[config.mk]
export PLATFORM = sky130hd
export DESIGN_NAME = frame_top2_feeder
export DESIGN_NICKNAME = d
export VERILOG_FILES = /design/src/rtl/frame_top2_feeder.sv
export SDC_FILE = /design/constraint.sdc
export NUM_CORES = 1
export LEC_CHECK = 0
export ABC_AREA = 0
export CORE_UTILIZATION = 49
export CTS_CLUSTER_DIAMETER = 150
export DETAILED_ROUTE_END_ITERATION = 12
export HOLD_SLACK_MARGIN = 0.1
export PLACE_DENSITY_LB_ADDON = 0.25
export SETUP_SLACK_MARGIN = 0.02
export SYNTH_ARGS = -nofsm -noshare
export SYNTH_HDL_FRONTEND = slang
export SYNTH_SLANG_ARGS = --single-unit
[constraint.sdc]
create_clock -name clk -period 6.3 [get_ports clk]
set_input_delay 1.26 -clock clk [delete_from_list [all_inputs] [get_ports clk]]
set_output_delay 1.26 -clock clk [all_outputs]
set_load 0.1 [all_outputs]
[src/rtl/frame_top2_feeder.sv]
// Buffers a valid/ready framed sample stream and replays each frame into a
// free-running second-largest tracker, returning one (value, count) result per frame.
module frame_top2_feeder #(
    parameter int DATA_WIDTH = 32,
    parameter int FIFO_DEPTH = 8,
    parameter int CNT_WIDTH  = 16
) (
    input  logic                  clk,
    input  logic                  resetn,
    input  logic                  s_valid,
    output logic                  s_ready,
    input  logic [DATA_WIDTH-1:0] s_data,
    input  logic                  s_last,
    output logic [DATA_WIDTH-1:0] trk_din,
    output logic                  trk_clr_n,
    input  logic [DATA_WIDTH-1:0] trk_dout,
    output logic                  r_valid,
    input  logic                  r_ready,
    output logic [DATA_WIDTH-1:0] r_data,
    output logic [CNT_WIDTH-1:0]  r_count
);
    localparam int AW = $clog2(FIFO_DEPTH);
    localparam logic [AW:0]          PTR_ONE = 1;
    localparam logic [CNT_WIDTH-1:0] CNT_ONE = 1;

    typedef enum logic [2:0] {CLEAR, STREAM, FLUSH, CAPTURE, RESULT} state_t;
    state_t state;

    // Each entry is {last, data}; pointers carry one extra wrap bit.
    logic [DATA_WIDTH:0]  mem [FIFO_DEPTH];
    logic [AW:0]          wr_ptr;
    logic [AW:0]          rd_ptr;
    logic                 full;
    logic                 empty;
    logic                 push;
    logic                 pop;
    logic [DATA_WIDTH:0]  head;
    logic [CNT_WIDTH-1:0] cnt;

    assign empty     = (wr_ptr == rd_ptr);
    assign full      = (wr_ptr[AW] != rd_ptr[AW]) && (wr_ptr[AW-1:0] == rd_ptr[AW-1:0]);
    assign s_ready   = !full;
    assign push      = s_valid && !full;
    assign pop       = (state == STREAM) && !empty;
    assign head      = mem[rd_ptr[AW-1:0]];
    assign trk_clr_n = (state != CLEAR);

    always_ff @(posedge clk) begin
        if (push) begin
            mem[wr_ptr[AW-1:0]] <= {s_last, s_data};
        end
    end

    always_ff @(posedge clk or negedge resetn) begin
        if (!resetn) begin
            wr_ptr <= '0;
            rd_ptr <= '0;
        end else begin
            if (push) begin
                wr_ptr <= wr_ptr + PTR_ONE;
            end
            if (pop) begin
                rd_ptr <= rd_ptr + PTR_ONE;
            end
        end
    end

    // Idle cycles feed zero, which can never raise the tracker's maximum.
    always_ff @(posedge clk or negedge resetn) begin
        if (!resetn) begin
            state   <= CLEAR;
            trk_din <= '0;
            cnt     <= '0;
            r_valid <= 1'b0;
            r_data  <= '0;
            r_count <= '0;
        end else begin
            trk_din <= pop ? head[DATA_WIDTH-1:0] : '0;
            case (state)
                CLEAR: begin
                    cnt   <= '0;
                    state <= STREAM;
                end
                STREAM: begin
                    if (pop) begin
                        if (cnt != '1) begin
                            cnt <= cnt + CNT_ONE;
                        end
                        if (head[DATA_WIDTH]) begin
                            state <= FLUSH;
                        end
                    end
                end
                FLUSH: begin
                    state <= CAPTURE;
                end
                CAPTURE: begin
                    r_data  <= trk_dout;
                    r_count <= cnt;
                    r_valid <= 1'b1;
                    state   <= RESULT;
                end
                RESULT: begin
                    if (r_ready) begin
                        r_valid <= 1'b0;
                        state   <= CLEAR;
                    end
                end
                default: begin
                    state <= CLEAR;
                end
            endcase
        end
    end
endmodule

==> results_dict.tcl, run 1 <==
set metrics [dict create \
    ys_types 46 \
    timing.max_cap.violations 0 \
    track_usage_pct 18.5 \
    rows 61 \
    power_density_nw_per_um2 531 \
    maxSlewViolCount 0 \
    drive_above_1_share_pct 22.5 \
    required_ns 5.04 \
    p_leak_nw 6.16 \
    fin_util_pct 61.6 \
    wl_microns 26600 \
    synthFlopType "edfxtp_1" \
    clkSinkCount 372 \
    ioPinCount 152 \
    hold_buffers 0 \
    clkSlewWorstSetupHoldPaths_ns 0.06 \
    vias_per_cell 5.48 \
    dpl_cell_area_sq_um 16100 \
    ys_warn_count 0 \
    drc 0 \
    firstDrtPassIters 5 \
    cts_buffers 39 \
    first_global_vias 7304 \
    fin_area_sq_um 17300 \
    ir_worst_vdd_mv 0.276 \
    synth_seq_cells 372 \
    post_cts_buffers 0 \
    synth.avg_cell_area_sq_um 19.6 \
    finalSetupViolations 0 \
    crit_slowest_cell "clkdlybuf4s50_1" \
    timing.hold.ws_ns 0.489 \
    start_kind "flop" \
    cts_tree "built" \
    max-slew-margin-rel_pct 24.0 \
    start_util_pct 50.3 \
    antenna_found_initial 2 \
    synth_edf_count 264 \
    place_ws_ns 2.53 \
    cp-end-kind "output port" \
    worst_slack_ns 2.04 \
    grt_pass1_wl_microns 41000 \
    die-area_sq_um 29500 \
    crit_type "flop to output port" \
    grt_max_degree 70 \
    clock.fmax_mhz 235 \
    die_x_microns 172 \
    hold_viol_final 0 \
    critPathArrivalTime_ns 3.00 \
    hp-class "flop to flop" \
    layout_min_cycle_time_ns 4.26 \
    htree_levels 2 \
    ys_seq_area_share_pct 75.3 \
    port_buffers 151 \
    critPathMaxStageDelay_ns 1.08 \
    hpwlAfterDp_microns 15400 \
    synth_area_sq_um 14100 \
    finClkSkew_ns 0.0163 \
    async_flop_share_pct 29.0 \
    dr_total_vias 7118 \
    syn_inst 720 \
    clockBufferDepth 3 \
    gp_congestion 0.826 \
    syn_nets 792 \
    tns_ns 0 \
    period_share_pct 67.7 \
    fin_nets 961 \
    critPathMaxFanout 25 \
    ant_nets 0 \
    cts_resized 0 \
    num_antenna_cells 0 \
    wire_per_inst_microns 20.5 \
    grt_overflow 0 \
    cts_root_buf "clkbuf_16" \
    status "complete, no violations" \
    drt_iter0_drc 460 \
    area_growth_pct 22.5 \
    core_sq_um 28100 \
    rsz0062_at_grt "false" \
    path_cells "xnor2_1 > nand4_1 > clkdlybuf4s50_1" \
    clk_latency_ns 0.52 \
    die_h_microns 172 \
    worst_pin_slew_ns 1.14 \
]
-- placed cells by master (no fill, tap or decap), drive strengths merged, types with 9 or more instances in the layout --
cell type	count
edfxtp	264
clkdlybuf4s50	150
dfrtp	108
mux4	66
clkbuf	55
mux2	50
nor2	45
mux2i	32
nand2	22
buf	15
clkinv	14
a31oi	12
o21ai	11
a21oi	9
-- flip-flops by register name, indices dropped and copies added, names as in the netlist --
| signal | flops |
|---|---|
| mem | 264 |
| r_data | 32 |
| trk_din | 32 |
| cnt | 16 |
| r_count | 16 |
| rd_ptr | 4 |
| wr_ptr | 4 |
| state | 3 |
| r_valid | 1 |
-- logic make-up (layout without fill, tap and decap cells) --
logic type / count (synthesis) / after routing / share of synthesized area, %
multiplexers: 148 / 148 / 16.8
XOR/XNOR: 11 / 11 / 0.682
AO/OA/AOI/OAI: 43 / 43 / 2.07
buffers and inverters: 39 / 239 / 1.28
flip-flops: 372 / 372 / 75.3
AND/OR/NAND/NOR: 104 / 104 / 3.63
adder cells (fa/ha/maj): 3 / 3 / 0.266
-- critical path: cells and delay by family (launching register included) --
family,cells,cell delay [ns]
DFF,1,0.68
and+or+nand+nor,1,0.26
xor gates and xnor gates,1,0.44
buffers and inverters,1,1.08
-- synthesized netlist by cell type, types with 2 or more instances --
master,instances,area (sq um)
clkbuf_1,8,30.0
mux4_2,66,1490
nand2_1,22,82.6
buf_6,2,22.5
edfxtp_1,264,7930
o21ai_2,2,17.5
o21a_1,3,22.5
a31oi_1,12,75.1
nor3b_1,2,15.0
nand3_1,5,25.0
a21oi_1,9,45.0
inv_1,2,7.51
nor2_1,45,169
mux2_2,50,563
a41oi_1,2,17.5
xor2_1,3,26.3
and3_1,2,12.5
dfrtp_1,108,2700
nor4b_1,2,17.5
nand4_1,8,50.1
buf_1,11,41.3
o21ai_0,8,40.0
and4_1,3,26.3
xnor2_1,8,70.1
o31ai_1,2,15.0
mux2i_1,32,320
ha_1,3,37.5
nor3_1,4,20.0
buf_2,15,75.1
-- power breakdown --
| part | internal, mW | switching, mW | leakage (nW) |
|---|---|---|---|
| clock | 1.22 | 0.898 | 0.589 |
| sequential | 3.15 | 0.246 | 3.78 |
| combinational | 1.20 | 2.47 | 1.79 |
| total | 5.57 | 3.61 | 6.16 |
-- area by class of cell --
type | instances | area, sq um
Clock inverter | 17 | 146
Sequential cell | 372 | 10600
Tap cell | 378 | 473
Multi-Input combinational cell | 309 | 3360
Fill cell | 2061 | 10800
Clock buffer | 55 | 1060
Inverter | 2 | 7.51
Timing Repair Buffer | 165 | 1610
-- final timing paths --
check,slack (ns),endpoint,start,cells after the start
worst max-delay path,2.04,s_ready,rd_ptr[0]$_DFFE_PN0P_,3
worst min-delay path,0.49,r_count[9]$_DFFE_PN0P_,r_count[9]$_DFFE_PN0P_,2
worst max register to register,3.09,mem[2][10]$_DFFE_PP_,rd_ptr[0]$_DFFE_PN0P_,5
worst min register to register,0.49,r_count[9]$_DFFE_PN0P_,r_count[9]$_DFFE_PN0P_,2
max in group asynchronous,4.27,trk_din[14]$_DFF_PN0_,resetn,2
min in group asynchronous,0.80,r_data[0]$_DFFE_PN0P_,resetn,1
-- metal layers --
layer | wire length, microns | GRT usage, % | up-vias
li1 | - | - | 3187
met1 | 11200 | 24.5 | 3646
met2 | 13200 | 31.3 | 244
met3 | 1800 | 3.80 | 37
met4 | 364 | 5.08 | 4
met5 | 23 | 0 | -
-- stage by stage --
stage	instances	power, mW
6_report	1298	9.19
5_1_grt	1298	9.60
4_1_cts	1298	9.31
3_5_place_dp	1226	7.16
3_3_place_gp	1226	7.11
2_1_floorplan	720	6.25
Power figures use the tool's default switching activity.
==> inputs of run 2 (changes only) <==
==> constraint.sdc (replaced) <==
create_clock -name clk -period 3.7 [get_ports clk]
set_input_delay 0.74 -clock clk [delete_from_list [all_inputs] [get_ports clk]]
set_output_delay 0.74 -clock clk [all_outputs]
set_load 0.1 [all_outputs]
==> run 2 against run 1 <==
  * Final area rose by 0.93%
  * Register-to-register slack worse by 2.2 ns
  * Worst hold slack got worse by 0.18 ns
  * Clock power increased by 81%
  * Wire length up 4.4%
  * Cell count is 0.23% higher
  * Sequential power increased by 71%
  * Combinational power increased by 72%
  * Die area unchanged
  * First-iteration DRC count rose by 17%
  * Power increased by 74%
==> results_dict.tcl, run 2 (same netlist as run 1, synthesis figures left out) <==
set metrics [dict create \
    status "complete, no violations" \
    worst_pin_slew_ns 1.10 \
    wl_microns 27800 \
    dr_total_vias 7262 \
    multi_input_area_sq_um 3410 \
    reg2reg_slack_ns 0.91 \
    largest_reg_flops 264 \
    wire_per_inst_microns 21.3 \
    start_util_pct 50.3 \
    die_h_microns 172 \
    crit_type "flop to output port" \
    cts_resized 0 \
    clockBufferDepth 3 \
    cp_top_family "buffers and inverters" \
    layout_min_cycle_time_ns 3.24 \
    die_x_microns 172 \
    period_share_pct 87.6 \
    seq_area_sq_um 10600 \
    fin_nets 964 \
    start_kind "flop" \
    finClkSkew_ns 0.0109 \
    critPathMaxStageDelay_ns 0.99 \
    p_leak_nw 6.23 \
    fin_util_pct 62.1 \
    ioPinCount 152 \
    place_inst 1230 \
    vias_per_cell 5.58 \
    clkSlewWorstSetupHoldPaths_ns 0.06 \
    final_common_cell "edfxtp_1" \
    fin_area_sq_um 17500 \
    clock.fmax_mhz 309 \
    antenna_found_initial 2 \
    r2r-start "wr_ptr[0]$_DFFE_PN0P_" \
    max-slew-margin-rel_pct 26.6 \
    critPathArrivalTime_ns 2.50 \
    path_cells "or3_2 > clkdlybuf4s50_1" \
    drt_iter0_drc 537 \
    hp-class "input port to asynchronous set/reset pin" \
    first_global_vias 7534 \
    maxSlewViolCount 0 \
    hpwlAfterDp_microns 16200 \
    worst-path-buf-inv 1 \
    mostFrequentLayoutCells "edfxtp_1 (264), clkdlybuf4s50_1 (149), dfrtp_1 (105)" \
    hold_viol_final 0 \
    htree_levels 2 \
    track_usage_pct 19.4 \
    power_density_nw_per_um2 914 \
    rsz0062_at_grt "false" \
    grt_pass1_wl_microns 42600 \
    finalSetupViolations 0 \
    cts_tree "built" \
    clkSinkCount 372 \
    final_cells 1301 \
    firstDrtPassIters 5 \
    hold_buffers 0 \
    cp-end-kind "output port" \
    worst_slack_ns 0.460 \
    die-area_sq_um 29500 \
    timing.max_cap.violations 0 \
    area_growth_pct 23.6 \
    reg2reg_to "mem[6][3]$_DFFE_PP_" \
    cts_root_buf "clkbuf_16" \
    drive_above_1_share_pct 22.9 \
    grt_overflow 0 \
    ir_worst_vdd_mv 0.498 \
    reg2reg_depth 5 \
    critPathMaxFanout 9 \
    n_fill_cell 2011 \
    port_buffers 151 \
    rows 61 \
    gp_congestion 0.887 \
    crit_slowest_cell "clkdlybuf4s50_1" \
    grt_max_degree 70 \
    power_mw 16.0 \
    required_ns 2.96 \
    core_sq_um 28100 \
    dpl_cell_area_sq_um 16200 \
    place_ws_ns 0.908 \
    cts_buffers 38 \
    ant_nets 0 \
    clk_latency_ns 0.52 \
    timing.hold.ws_ns 0.308 \
    tns_ns 0 \
    post_cts_buffers 0 \
    drc 0 \
]
==> run 2: cell types whose count changed in the layout (fill, tap and decap cells not counted), sizes merged, moves of 3 or more <==
cell	change
clkbuf	-3
clkinv	-3
buf	+5
bufinv	+4
==> run 2: how the worst max path moves through the flow <==
stage / start / to / cells after the start
2_1_floorplan: wr_ptr[1]$_DFFE_PN0P_ / mem[3][0]$_DFFE_PP_ / 5
3_3_place_gp: s_valid / mem[6][4]$_DFFE_PP_ / 4
3_5_place_dp: s_valid / mem[6][7]$_DFFE_PP_ / 4
4_1_cts: state[1]$_DFFE_PN0P_ / trk_clr_n / 2
5_1_grt: state[1]$_DFFE_PN0P_ / trk_clr_n / 2
6_report: state[1]$_DFFE_PN0P_ / trk_clr_n / 2
==> run 2: final cells by class <==
cell class,instances,share of cell area (%)
antenna,1,0.0143
clock buffer,52,5.99
clock inverter,18,1.35
inverter,2,0.0430
multi-input combinational,309,19.5
sequential,372,60.9
tap,378,2.71
timing repair buffer,169,9.40
==> run 2: layer usage <==
layer	track usage, %	part of all wire (%)
met1	25.7	42
met3	4.12	6.5
met5	0	0.043
met2	32.4	50
met4	5.58	2.0
==> run 2: worst register-to-register path: cells and delay by family (launching register included) <==
kind,cells,cell delay (ns)
buf+inv,1,0.54
xor+xnor,1,0.28
simple gates,3,0.88
flops,1,0.72
==> run 2: where the power goes <==
group	switching [mW]	internal, mW
combinational	4.24	2.08
sequential	0.440	5.36
clock	1.50	2.34
==> inputs of run 3 (changes only) <==
--- a/config.mk
+++ b/config.mk
@@ -5,7 +5,7 @@
 export SDC_FILE = /design/constraint.sdc
 export NUM_CORES = 1
 export LEC_CHECK = 0
-export ABC_AREA = 0
+export ABC_AREA = 1
 export CORE_UTILIZATION = 49
 export CTS_CLUSTER_DIAMETER = 150
 export DETAILED_ROUTE_END_ITERATION = 12
==> run 3 against run 2 <==
  * Non-clock buffer count is 6 higher
  * Global-route usage up 2.0 points
  * Sequential share of layout area decreased by 2.2 points
  * Count of clock-buffer cells in the layout rose by 2
  * Clock power increased by 2%
  * Worst setup slack better by 0.41 ns
  * Largest power group unchanged
==> results_dict.tcl, run 3 <==
set metrics [dict create \
    status "complete, no violations" \
    drive_above_1_share_pct 12.6 \
    synth.avg_cell_area_sq_um 12.0 \
    syn_nets 1308 \
    crit_type "flop to output port" \
    tns_ns 0 \
    synthTopCellsByArea "edfxtp_1 (53%), dfrtp_1 (18%), nand2_1 (8.1%)" \
    cp-end-kind "output port" \
    yosys.area_share.adder_pct 0.253 \
    fin_util_pct 60.9 \
    clkSinkCount 372 \
    ys_seq_area_share_pct 71.6 \
    synth-simple-area-share_pct 18.0 \
    max-slew-margin-rel_pct 29.5 \
    cts_root_buf "clkbuf_16" \
    wire_per_inst_microns 17.9 \
    mostFrequentLayoutCells "nand2_1 (321), edfxtp_1 (264), clkdlybuf4s50_1 (148)" \
    n_fill_cell 2325 \
    p_leak_nw 6.83 \
    area_growth_pct 21.9 \
    syn_inst 1236 \
    dr_total_vias 9674 \
    synth_top_area_share_pct 53.4 \
    cts_buffers 39 \
    num_antenna_cells 0 \
    hpwlAfterDp_microns 17700 \
    final_common_cell "nand2_1" \
    power_density_nw_per_um2 899 \
    vias_per_cell 5.35 \
    crit_slowest_cell "clkdlybuf4s50_1" \
    required_ns 2.96 \
    synth_common_cells "nand2_1 (321), edfxtp_1 (264), nand3_1 (122), dfrtp_1 (108), nor2_1 (103)" \
    final_cells 1808 \
    critPathMaxStageDelay_ns 1.15 \
    worst_pin_slew_ns 1.05 \
    port_buffers 151 \
    cts_tree "built" \
    clkSlewWorstSetupHoldPaths_ns 0.06 \
    clk_latency_ns 0.54 \
    critPathMaxFanout 1 \
    synth_top_family_by_area "simple AND/OR/NAND/NOR gates" \
    place_inst 1736 \
    path_cells "clkdlybuf4s50_1" \
    synth_area_sq_um 14800 \
    grt_overflow 0 \
    cts_resized 0 \
    drt_iter0_drc 801 \
    die-area_sq_um 31000 \
    yosysMostFrequentCell "nand2_1" \
    finalSetupViolations 0 \
    clockBufferDepth 3 \
    period_share_pct 76.5 \
    die_x_microns 176 \
    synth_edf_count 264 \
    gp_congestion 0.866 \
    firstDrtPassIters 5 \
    muxShareOfSynthArea_pct 2.73 \
    ir_worst_vdd_mv 0.461 \
    largest_reg_flops 264 \
    synth_compound_area_share_pct 3.74 \
    synthFlopType "edfxtp_1" \
    hold_viol_final 0 \
    synth-xor-area-share_pct 0.531 \
    worst-path-buf-inv 1 \
    wl_microns 32400 \
    finClkSkew_ns 0.0249 \
    die_h_microns 176 \
    grt_pass1_wl_microns 51100 \
    ys_types 30 \
    start_util_pct 49.9 \
    rsz0062_at_grt "false" \
    antenna_found_initial 0 \
    rows 63 \
    worst_slack_ns 0.870 \
    clock.fmax_mhz 353 \
    place_ws_ns 0.796 \
    synth_seq_cells 372 \
    synth_top_area_cell "edfxtp_1" \
    fin_nets 1459 \
    cp_top_family "buffers and inverters" \
    ioPinCount 152 \
    layout_min_cycle_time_ns 2.83 \
    ys_warn_count 0 \
    htree_levels 2 \
    critPathArrivalTime_ns 2.09 \
    hold_buffers 0 \
    start_kind "flop" \
    hp-class "input port to asynchronous set/reset pin" \
    post_cts_buffers 0 \
    core_sq_um 29700 \
    maxSlewViolCount 0 \
    track_usage_pct 21.3 \
    ant_nets 0 \
    timing.max_cap.violations 0 \
    first_global_vias 9494 \
    drc 0 \
    grt_max_degree 81 \
    async_flop_share_pct 29.0 \
    power_mw 16.3 \
]
-- run 3: cell count changes in the layout (fill, tap and decap cells not counted), sizes merged, moves of 35 or more --
cell and delta:
a21oi +56, mux4 -66, nand2 +305, nand3 +119, nor2 +65, o21ai +35
-- run 3: worst register-to-register path, delay by kind of cell (launching register included) --
family	cells	cell delay (ns)
flops	1	0.72
buf+inv	1	0.27
simple gates	4	1.34
-- run 3: worst paths after layout --
path,from,end,slack [ns],depth (start not counted)
min reg2reg,r_count[6]$_DFFE_PN0P_,r_count[6]$_DFFE_PN0P_,0.48,2
max in group asynchronous,resetn,rd_ptr[1]$_DFFE_PN0P_,2.65,2
min in group clk,r_count[6]$_DFFE_PN0P_,r_count[6]$_DFFE_PN0P_,0.48,2
min,resetn,r_count[10]$_DFFE_PN0P_,0.25,1
max,trk_din[15]$_DFF_PN0_,trk_din[15],0.87,1
max reg2reg,rd_ptr[2]$_DFFE_PN0P_,mem[4][0]$_DFFE_PP_,1.05,5
-- run 3: cell families (layout without fill, tap and decap cells) --
| kind of cell | count (synthesis) | count (layout) |
|---|---|---|
| AND/OR/NAND/NOR | 609 | 609 |
| flip-flops | 372 | 372 |
| AO/OA/AOI/OAI | 111 | 111 |
| buffers and inverters | 96 | 278 |
| multiplexers | 36 | 36 |
| XOR/XNOR | 9 | 9 |
| adder cells (fa/ha/maj) | 3 | 3 |
-- run 3: through the flow --
stage / hold WS [ns] / cell area [sq um]
global route: 0.308 / 18100
global placement: 0.466 / 16800
floorplan: 0.444 / 14800
finish: 0.245 / 18100
detailed placement: 0.471 / 16800
CTS: 0.284 / 18100
-- run 3: cell type report --
cell class              instances  area (sq um)  area share (%)
clock inverters                18           180           0.996
multi-input cells             768          3810            21.1
flip-flops and latches        372         10600            58.8
clock buffers                  54          1120            6.21
repair buffers                175          1730            9.58
well taps                     390           488            2.70
inverters                      31           121           0.671
-- run 3: where the power goes --
part | internal (mW) | switching (mW)
Sequential | 5.30 | 0.313
Combinational | 1.70 | 5.05
Clock | 2.34 | 1.56
Total | 9.34 | 6.92
-- run 3: layer usage --
metal | wire, microns | global-route usage (%)
met5 | 0 | 0
met1 | 14300 | 29.3
met4 | 733 | 7.68
met3 | 1880 | 3.19
met2 | 15500 | 34.6
==> variant 1 (flow settings as in run 2) <==
Set the parameter `CNT_WIDTH` to 14 (it was 16).
--- a/src/rtl/frame_top2_feeder.sv
+++ b/src/rtl/frame_top2_feeder.sv
@@ -3,7 +3,7 @@
 module frame_top2_feeder #(
     parameter int DATA_WIDTH = 32,
     parameter int FIFO_DEPTH = 8,
-    parameter int CNT_WIDTH  = 16
+    parameter int CNT_WIDTH  = 14
 ) (
     input  logic                  clk,
     input  logic                  resetn,
Interface: changed (resized r_count); port bits go from 152 to 150. The function was not compared with the original's and may differ.
==> variant 1 against run 2 <==
  * Total power shrank 0.32%
  * Sequential cell count shrank 4
  * Worst setup slack gained 0.10 ns
  * Critical path depth is the same
  * Design area shrank 1.1%
  * Combinational power is essentially flat
  * Wire length shrank 1.4%
  * Global-route usage grew 0.27 points
  * Area after synthesis shrank 1.5%
  * Fmax grew 3.2%
  * Critical path type unchanged
  * Largest power group unchanged
==> variant 1: results (changes against run 2) <==
.. list-table::
   :header-rows: 1

   * - Metric
     - Value
   * - GRT Total Usage
     - 19.6% (+0.27 points)
   * - Run status
     - finished clean
   * - Master of the slowest instance on the critical path
     - sky130_fd_sc_hd__clkdlybuf4s50_1
   * - Yosys cell types
     - 38 (-17%)
   * - Leakage
     - 6.14 nW (-1.4%)
   * - Count of cells resized by post-cts repair
     - 0 (unchanged)
   * - EDFF count, synth
     - 264 (unchanged)
   * - Critical register-to-register path startpoint
     - wr_ptr[0]
   * - Setup Buffers After CTS
     - 0 (unchanged)
   * - Commonest cells in the synthesized netlist
     - sky130_fd_sc_hd__edfxtp_1 (264), sky130_fd_sc_hd__dfrtp_1 (104), sky130_fd_sc_hd__mux4_2 (65)
   * - Path class of the lowest-slack min-delay path
     - in2async
   * - Sequential-to-total area share from yosys stat
     - 75.7% (+0.42 points)
   * - Wire per inst
     - 21.4 µm (about the same)
   * - Clk_lat worst skew
     - 0.52 ns (about the same)
   * - Worst Tran Pin Value
     - 1.07 ns (-0.0230 ns)
   * - Synthesis Warnings
     - 0 (unchanged)
   * - Maximum vdd ir drop
     - 0.456 mV (-8.5%)
   * - First-pass GRT wire length
     - 43000 µm (+1.0%)
   * - Proportion of register bits with asynchronous set or reset after synthesis
     - 28.3% (-0.77 points)
   * - Clock-pin transition on the worst setup and hold timing paths
     - 0.06 ns (about the same)
   * - Synth area leaders
     - sky130_fd_sc_hd__edfxtp_1 (57%), sky130_fd_sc_hd__dfrtp_1 (19%), sky130_fd_sc_hd__mux4_2 (11%)
   * - Max stage delay on crit path
     - 0.98 ns
   * - Net count of the finished layout
     - 947 (-1.8%)
   * - Data arrival at the endpoint of the critical path
     - 2.40 ns (-0.10 ns)
   * - Worst clock skew
     - 0.0157 ns (+0.00479 ns)
   * - Vias post-DR
     - 7150 (-1.5%)
   * - Post-detailed-placement half-perimeter wirelength
     - 16000 µm (-0.98%)
   * - Number of buffers added by the clock tree synthesis step
     - 38 (unchanged)
   * - Clock root cell
     - sky130_fd_sc_hd__clkbuf_16
   * - Net Count, Synth
     - 779 (-1.6%)
   * - DR iter-0 viols
     - 489 (-8.9%)
   * - Maximum number of pins on one net before global-route repair
     - 68 (-2.9%)
   * - Number of cells after detailed placement
     - 1213 (-1.4%)
   * - Level count of the clock H-tree
     - 2 (unchanged)
   * - Beginning of the critical path
     - state[1]
   * - Global placement routability congestion
     - 0.916 (+3.3%)
   * - Maximum fanout along the worst path
     - 9 (unchanged)
   * - Share of layout cells above drive strength 1
     - 22.2% (-0.65 points)
   * - Number of diodes
     - 0 (-1)
   * - CTS Buffer Depth
     - 3 (unchanged)
   * - Number of global-route vias before repair
     - 7602 (+0.90%)
   * - First-pass iteration count of the detailed router
     - 5 (unchanged)
   * - Number of filler cells placed in the layout
     - 1930 (-4.0%)
   * - Number of antenna violations at the first check in global routing
     - 1 (-1)
   * - Max-cap check violation count
     - 0 (unchanged)
   * - Non-filler instance count after layout
     - 1282 (-1.5%)
   * - IO Port Bufs
     - 149 (-1.3%)
   * - Synthesized netlist cell count
     - 707 (-1.8%)
   * - Flip-flop count of the largest register after layout
     - 264 (unchanged)
-- variant 1: final timing paths --
path	end	slack (ns)	cells past startpoint
setup / recovery	trk_clr_n	0.56	2
min in group clk	r_data[10]	0.50	1
setup reg to reg	mem[5][7]	1.07	6
hold / removal	r_data[16]	0.37	1
max in group asynchronous	r_data[5]	2.60	2
hold reg to reg	r_data[10]	0.50	1
-- variant 1: worst max-delay path: cells and delay by family (launching register included) --
family                 cells  cell delay (ns)
flip-flops                 1             0.46
buffers and inverters      1             0.98
AND/OR/NAND/NOR            1             0.44
-- variant 1: layout make-up --
class	count	area share, %
Timing Repair Buffer	164	9.69
Multi-Input combinational cell	302	19.1
Inverter	1	0.0217
Sequential cell	368	61.0
Tap cell	378	2.74
Clock inverter	21	1.51
Clock buffer	48	5.96
-- variant 1: report_power, final --
group	switching, mW	leakage [nW]	internal (mW)	total [mW]
combinational	4.29	1.79	2.05	6.34
sequential	0.356	3.72	5.31	5.67
clock	1.50	0.626	2.39	3.90
-- variant 1: through the flow --
stage	area, µm²	setup slack [ns]	hold WS (ns)
floorplan	13900	-0.364	0.444
global placement	16000	0.848	0.487
detailed placement	16000	0.805	0.490
CTS	17300	0.545	0.402
global route	17300	0.504	0.450
finish	17300	0.561	0.369
-- variant 1: cell families after synthesis --
kind of cell / count (synthesis) / synth area share, %
AOI/OAI and AO/OA: 38 / 1.89
muxes: 147 / 16.8
buffers and inverters: 37 / 1.16
adders and majority gates: 3 / 0.270
DFF: 368 / 75.7
and+or+nand+nor: 103 / 3.45
xor gates and xnor gates: 11 / 0.693
-- variant 1: layer usage --
metal | global-route usage (%) | vias to the layer above | part of all wire [%]
met5 | 0 | - | 0.044
met4 | 4.94 | 2 | 1.7
met3 | 3.56 | 44 | 5.9
met2 | 33.4 | 257 | 49
met1 | 26.4 | 3713 | 43
li1 | - | 3134 | -
==> variant 2 (flow settings as in run 2) <==
Made on the original files. Reset style: synchronous (`resetn`), changed in 2 clocked blocks.
--- a/src/rtl/frame_top2_feeder.sv
+++ b/src/rtl/frame_top2_feeder.sv
@@ -51,7 +51,7 @@
         end
     end
 
-    always_ff @(posedge clk or negedge resetn) begin
+    always_ff @(posedge clk) begin
         if (!resetn) begin
             wr_ptr <= '0;
             rd_ptr <= '0;
@@ -66,7 +66,7 @@
     end
 
     // Idle cycles feed zero, which can never raise the tracker's maximum.
-    always_ff @(posedge clk or negedge resetn) begin
+    always_ff @(posedge clk) begin
         if (!resetn) begin
             state   <= CLEAR;
             trk_din <= '0;
Formal check against the unedited RTL: differs if resetn is asserted again (counterexample within 4 cycles, from zero or initial values and one cycle with resetn low); with resetn held inactive, the same outputs for 10 cycles.
==> variant 2 against run 2 <==
  * Count of clock-buffer cells in the layout grew 3
  * Design area fell by 1.3%
  * Non-clock buffer count increased by 5
  * Worst setup slack improved by 0.37 ns
  * Global-route usage down 0.26 points
  * Clock skew rose by 0.0012 ns
  * Area after synthesis fell by 0.70%
  * Wire length decreased by 2.2%
  * Sequential cell count grew 3
  * Sequential share of layout area down 2.0 points
  * Critical endpoint is now s_ready
Power is not compared: it rests on default switching activity, and its combinational part moved more than twofold at a synthesized area within 25%.
==> variant 2: results (changes against run 2) <==
.. list-table::
   :header-rows: 1

   * - Metric
     - Value
   * - Global placement routability congestion
     - 0.831 (-6.2%)
   * - Proportion of register bits with asynchronous set or reset after synthesis
     - 0% (-29 points)
   * - First-pass GRT wire length
     - 42300 µm (-0.66%)
   * - Max stage delay on crit path
     - 0.59 ns (-0.40 ns)
   * - Dominant delay contributor by cell family on the critical path
     - flip-flops
   * - DR iter-0 viols
     - 451 (-16%)
   * - Post-synthesis mux area share
     - 13.1% (-3.7 points)
   * - Synthesized-area fraction occupied by ao, oa, aoi and oai cells
     - 4.52% (+2.5 points)
   * - Share of layout cells above drive strength 1
     - 15.9% (-7.0 points)
   * - Run status
     - finished clean
   * - Sequential-to-total area share from yosys stat
     - 72.4% (-2.9 points)
   * - Number of diodes
     - 0 (-1)
   * - Parity-gate share of the synthesized area counting xor and xnor cells
     - 0.625% (-0.058 points)
   * - Data arrival at the endpoint of the critical path
     - 2.13 ns (-0.37 ns)
   * - Synth area leaders
     - sky130_fd_sc_hd__edfxtp_1 (57%), sky130_fd_sc_hd__dfxtp_1 (16%), sky130_fd_sc_hd__mux4_2 (11%)
   * - FF-to-FF path depth
     - 4 (-1)
   * - Area after detailed placement
     - 16100 µm² (-0.68%)
   * - Master of the slowest instance on the critical path
     - sky130_fd_sc_hd__dfxtp_1
   * - Post-Route Hold Slack
     - 0.461 ns (+0.153 ns)
   * - Post-detailed-placement half-perimeter wirelength
     - 16400 µm (+1.4%)
   * - Adder and majority gate portion of the synthesized area
     - 0.268% (+0.0019 points)
   * - Maximum number of pins on one net before global-route repair
     - 69 (-1.4%)
   * - Number of antenna violations at the first check in global routing
     - 0 (-2)
   * - Maximum fanout along the worst path
     - 9 (unchanged)
   * - Worst clock skew
     - 0.0120 ns (+0.00118 ns)
   * - Setup slack on the worst flop-to-flop path
     - 0.94 ns (+0.03 ns)
   * - Routed via count divided by cell count
     - 5.36 (-3.9%)
   * - Yosys cell types
     - 50 (+8.7%)
   * - Aggregate routed wire length
     - 27200 µm (-2.2%)
   * - Net Count, Synth
     - 932 (+18%)
## variant 2: stage by stage
stage | utilization [%] | TNS [ns] | worst slack (ns) | std cells | power, mW
floorplan | - | -4.37 | -0.0663 | 860 | 5.72
global placement | 57.5 | 0 | 0.579 | 1364 | 6.10
detailed placement | 57.5 | 0 | 0.547 | 1364 | 6.11
CTS | 61.7 | 0 | 0.808 | 1434 | 9.70
global route | 61.7 | 0 | 0.690 | 1434 | 9.93
finish | 61.7 | 0 | 0.826 | 1434 | 9.58
## variant 2: logic make-up (layout without fill, tap and decap cells)
family	count (synthesis)	after routing
flops	375	375
simple gates	226	226
compound gates	89	89
mux	101	101
buf+inv	56	252
fa+ha+maj	3	3
xor+xnor	10	10
## variant 2: worst reg2reg max path, cell delays in order, from the launching register on
cell	delay [ns]
sky130_fd_sc_hd__dfxtp_1	0.59
sky130_fd_sc_hd__xor2_1	0.32
sky130_fd_sc_hd__o41ai_1	0.15
sky130_fd_sc_hd__or2_2	0.40
sky130_fd_sc_hd__nor2_4	0.90
## variant 2: layout make-up
cell class	count	area share (%)
Clock buffer	55	6.12
Clock inverter	15	0.675
Inverter	8	0.174
Multi-Input combinational cell	429	21.5
Sequential cell	375	58.9
Tap cell	378	2.74
Timing Repair Buffer	174	9.86
## variant 2: worst paths after layout
path | start | end
hold reg to reg | r_data[30] | r_data[30]
hold / removal | r_data[30] | r_data[30]
setup reg to reg | wr_ptr[1] | mem[2][17]
setup / recovery | wr_ptr[1] | s_ready
## variant 2: power by group
part	switching, mW	internal [mW]	total [mW]
Sequential	0.119	4.61	4.73
Combinational	0.743	0.531	1.27
Clock	1.52	2.07	3.58
## variant 2: layer usage
layer | GRT usage, % | vias up | routed length (µm)
li1 | - | 3594 | -
met1 | 25.3 | 3837 | 11700
met2 | 32.9 | 225 | 13700
met3 | 3.40 | 36 | 1390
met4 | 4.43 | 0 | 401
met5 | 0 | - | 0
